**src/rtl/pc_fetch_unit.sv**
```systemverilog
// Instruction-fetch stage: owns the PC, registers the fetched word for decode and
// freezes in HALT or FAULT until reset.
module pc_fetch_unit #(
  parameter logic [31:0] RESET_PC    = 32'h0000_0000,
  parameter int unsigned MEM_BYTES   = 128,
  parameter logic [5:0]  HALT_OPCODE = 6'b111111
) (
  input  logic        CLK,
  input  logic        Reset,
  input  logic        PCWrite,
  input  logic [1:0]  PCSrc,
  input  logic [15:0] Imm16,
  input  logic [25:0] JumpAddr,
  input  logic [31:0] RegAddr,
  input  logic [31:0] IDataIn,
  output logic [31:0] IAddr,
  output logic [31:0] Instr,
  output logic [31:0] InstrPC,
  output logic [31:0] LinkPC,
  output logic        InstrValid,
  output logic        Halted,
  output logic        Fault
);

  localparam logic [31:0] LastAddr = 32'(MEM_BYTES - 4);

  typedef enum logic [1:0] {StRun, StHalt, StFault} state_e;

  state_e      state_q, state_d;
  logic [31:0] pc_q, pc_d;
  logic [31:0] instr_q, instr_d;
  logic [31:0] instr_pc_q, instr_pc_d;
  logic        instr_valid_q, instr_valid_d;
  logic        halted_q, halted_d;
  logic        fault_q, fault_d;

  logic [31:0] seq_pc;
  logic [31:0] link_pc;
  logic [31:0] br_pc;
  logic [31:0] jmp_pc;
  logic [31:0] target;
  logic        target_bad;

  // Branch and jump targets are relative to the instruction being decoded, not the PC.
  always_comb begin
    seq_pc  = pc_q + 32'd4;
    link_pc = instr_pc_q + 32'd4;
    br_pc   = link_pc + {{14{Imm16[15]}}, Imm16, 2'b00};
    jmp_pc  = {link_pc[31:28], JumpAddr, 2'b00};
    unique case (PCSrc)
      2'b00:   target = seq_pc;
      2'b01:   target = br_pc;
      2'b10:   target = jmp_pc;
      2'b11:   target = RegAddr;
      default: target = seq_pc;
    endcase
    target_bad = (target[1:0] != 2'b00) || (target > LastAddr);
  end

  always_comb begin
    state_d       = state_q;
    pc_d          = pc_q;
    instr_d       = instr_q;
    instr_pc_d    = instr_pc_q;
    instr_valid_d = instr_valid_q;

    unique case (state_q)
      StRun: begin
        if (PCWrite) begin
          if (IDataIn[31:26] == HALT_OPCODE) begin
            instr_d       = IDataIn;
            instr_pc_d    = pc_q;
            instr_valid_d = 1'b1;
            state_d       = StHalt;
          end else if (PCSrc != 2'b00) begin
            // Redirect squashes the word at the current PC; no delay slot.
            instr_valid_d = 1'b0;
            if (target_bad) begin
              state_d = StFault;
            end else begin
              pc_d = target;
            end
          end else begin
            instr_d       = IDataIn;
            instr_pc_d    = pc_q;
            instr_valid_d = 1'b1;
            if (seq_pc > LastAddr) begin
              state_d = StFault;
            end else begin
              pc_d = seq_pc;
            end
          end
        end
      end
      default: instr_valid_d = 1'b0;
    endcase

    halted_d = (state_d == StHalt);
    fault_d  = (state_d == StFault);
  end

  always_ff @(posedge CLK) begin
    if (Reset) begin
      state_q       <= StRun;
      pc_q          <= RESET_PC;
      instr_q       <= 32'h0;
      instr_pc_q    <= 32'h0;
      instr_valid_q <= 1'b0;
      halted_q      <= 1'b0;
      fault_q       <= 1'b0;
    end else begin
      state_q       <= state_d;
      pc_q          <= pc_d;
      instr_q       <= instr_d;
      instr_pc_q    <= instr_pc_d;
      instr_valid_q <= instr_valid_d;
      halted_q      <= halted_d;
      fault_q       <= fault_d;
    end
  end

  assign IAddr      = pc_q;
  assign Instr      = instr_q;
  assign InstrPC    = instr_pc_q;
  assign LinkPC     = link_pc;
  assign InstrValid = instr_valid_q;
  assign Halted     = halted_q;
  assign Fault      = fault_q;

endmodule

```
**config.mk**
```make
export PLATFORM = sky130hd
export DESIGN_NAME = pc_fetch_unit
export DESIGN_NICKNAME = d
export VERILOG_FILES = /design/src/rtl/pc_fetch_unit.sv
export SDC_FILE = /design/constraint.sdc
export NUM_CORES = 1
export LEC_CHECK = 0
export CAP_MARGIN = 25
export CORE_MARGIN = 1
export CORE_UTILIZATION = 43
export DETAILED_ROUTE_END_ITERATION = 12
export GPL_ROUTABILITY_DRIVEN = 0
export PLACE_DENSITY = 0.78
export SLEW_MARGIN = 20
export SYNTH_ARGS = -nofsm -noshare
export SYNTH_HDL_FRONTEND = slang
export SYNTH_SLANG_ARGS = --single-unit
```
**constraint.sdc**
```tcl
create_clock -name CLK -period 4.46 [get_ports CLK]
set_input_delay 0.892 -clock CLK [delete_from_list [all_inputs] [get_ports CLK]]
set_output_delay 0.892 -clock CLK [all_outputs]
set_load 0.02 [all_outputs]
```
==> impl_metrics.yaml <==
run_status:
  outcome: "finished clean"
global_routing:
  grt_pass1_vias: 8996
  grt_use_total_pct: 32.1
  grt_pass1_wl_mm: 46.4
  grt_max_degree: 72
  overflow: 0
  grt_antenna_before_repair: 0
timing:
  hold-worst-slack_ns: 0.452
  slew_violations: 0
  hold_viol_final: 0
  period_share_pct: 99.1
  setup_viol: 0
  setup_ws_ns: 0.0405
  setup-tns-final_ns: 0
  post-route-min-period_ns: 4.42
  maxSlewHeadroom_pct: 49.4
  clock.fmax_mhz: 226
  fin_skew_ns: 0.0119
  worst_pin_slew_ns: 0.759
setup_path:
  r2r_slack_ns: 0.04
  critical_path_peak_fanout: 7
  cp.required_ns: 4.69
  rr_worst_depth: 20
  r2r-start: "InstrPC[6]"
  cp-end-kind: "flip-flop"
  arrival_ns: 4.65
  path_class: "reg -> reg"
  cp-start-kind: "flip-flop"
  timing.rr.end: "IAddr[28]"
min_path:
  whs_path_depth: 2
  min_path_type: "reg -> reg"
  hp-start: "Instr[2]"
  whs_endpoint: "Instr[2]"
placement:
  port_buffers: 241
  dp_slack_ns: -0.351
  hpwlAfterDp_mm: 23.6
  dp.cells: 1616
yosys:
  synth_area_leaders: "dfxtp_1, nand2_1, a21oi_1"
  yosysMostFrequentCell: "nand2_1"
  synth.cell_area_um2: 7760
  synthCells: 1066
  synth_seq_cells: 101
  yosysSeqAreaShare_pct: 26.0
  synth_top_area_cell: "dfxtp_1"
  synthTopCellsByCount: "nand2_1, a21oi_1, dfxtp_1"
  syn_nets: 1210
  synth_cell_types: 81
  synth_top_area_share_pct: 26.0
  synth_warnings: 0
  synth-edff-count: 0
  synth_ff_type: "dfxtp_1"
  async_flop_share_pct: 0
  synth.avg_cell_area_um2: 7.28
finish:
  area_delta_synth_final_pct: 58.5
  antenna-diode-count: 0
  final_cells: 1651
  nNetsFinal: 1566
  drive_gt1_share_pct: 19.9
die:
  die_h_um: 136
  core-area_um2: 17500
  initial_utilization_pct: 44.4
  die-area_um2: 18600
  die_w_um: 136
  rows: 48
  io_pins: 242
clock_tree:
  clk_pin_slew_worst_paths_ns: 0.07
  cts_made_buffers: 9
  clock_path_buffers: 2
  cts_tree: "built"
  root_buffer: "clkbuf_16"
  clock-sinks: 101
  cts_max_level: 3
  clkLatencyLatePin_ns: 0.35
power_and_ir_drop:
  power_density_nw_per_um2: 176
  finalPower_w: 0.00217
  p_leak_nw: 4.64
  peakVddDrop_mv: 0.226
drt:
  drtIter0Drc: 1057
  firstDrtPassIters: 5
  route.detailed.drc: 0
  wl_per_cell_um: 19.1
  num_vias: 9780
  postRouteAntennaNets: 0
  drt-total-wl_mm: 31.5
  via_per_inst: 5.92
flow_run:
  cap_viol_max_count: 0
==> layout by cell type, fill, tap and decap left out, types with 8 or more instances in the layout <==
cell type | Yosys | layout
nand2_1 | 231 | 229
clkbuf_16 | 0 | 9
xor2_1 | 27 | 24
buf_4 | 3 | 161
o211ai_1 | 8 | 8
nor4_1 | 16 | 15
o21ai_1 | 10 | 12
and2_1 | 31 | 28
xnor2_1 | 42 | 36
ha_1 | 32 | 21
o21ai_0 | 33 | 30
nor3_1 | 35 | 34
nand3_1 | 35 | 29
o21a_1 | 8 | 8
inv_1 | 21 | 21
ha_4 | 0 | 10
a31oi_1 | 13 | 12
a21oi_1 | 121 | 107
a21oi_2 | 1 | 14
clkdlybuf4s50_1 | 0 | 240
o31ai_1 | 9 | 9
mux2i_1 | 11 | 11
and4_1 | 12 | 10
dfxtp_1 | 101 | 95
nand4_1 | 30 | 30
nor2_1 | 47 | 40
and3_1 | 11 | 11
==> cells by family after synthesis <==
family	after synthesis	synth area share, %
DFF	101	26.0
muxes	20	3.59
buffers and inverters	85	4.71
adders and majority gates	34	5.54
xor gates and xnor gates	69	7.78
AOI/OAI and AO/OA	273	22.2
and+or+nand+nor	484	30.1
==> timing repair <==
| item | CTS | global route |
|---|---|---|
| resized for setup | 18 | 61 |
| hold buffers | 0 | 0 |
| pin swaps | 9 | 31 |
| endpoints found under the setup margin | 34 | 34 |
| buffers inserted | 6 | 11 |
| gates cloned | 2 | 1 |
| hold endpoints to repair | 0 | 0 |
==> flip-flops by register name (all words and copies together) (netlist names) <==
register / flops
Fault: 1
Halted: 1
IAddr: 32
Instr: 32
InstrPC: 32
InstrValid: 1
state_q: 2
==> worst max-delay path: stages (launching register included) <==
cell	delay, ns
dfxtp_4	0.35
and4_4	0.25
nand4_1	0.12
buf_6	0.17
nor2_4	0.14
buf_4	0.13
nand4_1	0.15
xnor2_2	0.31
ha_4	0.26
buf_4	0.15
nand4_1	0.19
nor2_1	0.12
nand3_2	0.13
and3_1	0.16
nand3_1	0.07
or4_1	0.56
nor4_2	0.16
nand4_1	0.11
buf_4	0.19
o311a_4	0.42
and2_1	0.17
==> power breakdown <==
group | internal, W | total [W] | switching, W
Sequential | 0.000911 | 0.000921 | 0.0000101
Combinational | 0.000238 | 0.000470 | 0.000233
Clock | 0.000438 | 0.000775 | 0.000337
==> metal layers <==
layer  share of wire [%]  vias up  GRT usage, %
met2                  46      592          52.1
met1                  39     4512          40.3
met3                  10      110          6.30
met5                   0        -             0
met4                 4.5        0          15.8
li1                    -     4566             -
==> final cells by class <==
type	instances	area, um^2
sequential	101	2040
multi-input combinational	883	5920
clock buffer	13	280
clock inverter	2	16.3
tap	225	282
fill	1361	5170
inverter	21	78.8
timing repair buffer	406	3690
==> per-stage QoR <==
stage | cell area [um^2] | util (%)
2_1_floorplan | 7860 | -
3_3_place_gp | 11400 | 65.4
3_5_place_dp | 11400 | 65.4
4_1_cts | 11900 | 68.1
5_1_grt | 12300 | 70.4
6_report | 12300 | 70.4
==> how the worst max path moves through the flow <==
| stage | start | end | slack, ns |
|---|---|---|---|
| finish | InstrPC[6] | IAddr[28] | 0.04 |
| global route | InstrPC[7] | IAddr[12] | -0.09 |
| CTS | InstrPC[7] | IAddr[9] | 0.01 |
| detailed placement | Imm16[0] | IAddr[21] | -0.35 |
| global placement | Imm16[0] | IAddr[2] | -0.24 |
| floorplan | InstrPC[17] | IAddr[11] | 0.00009 |
Note: power is estimated with default switching activity, not from simulation.
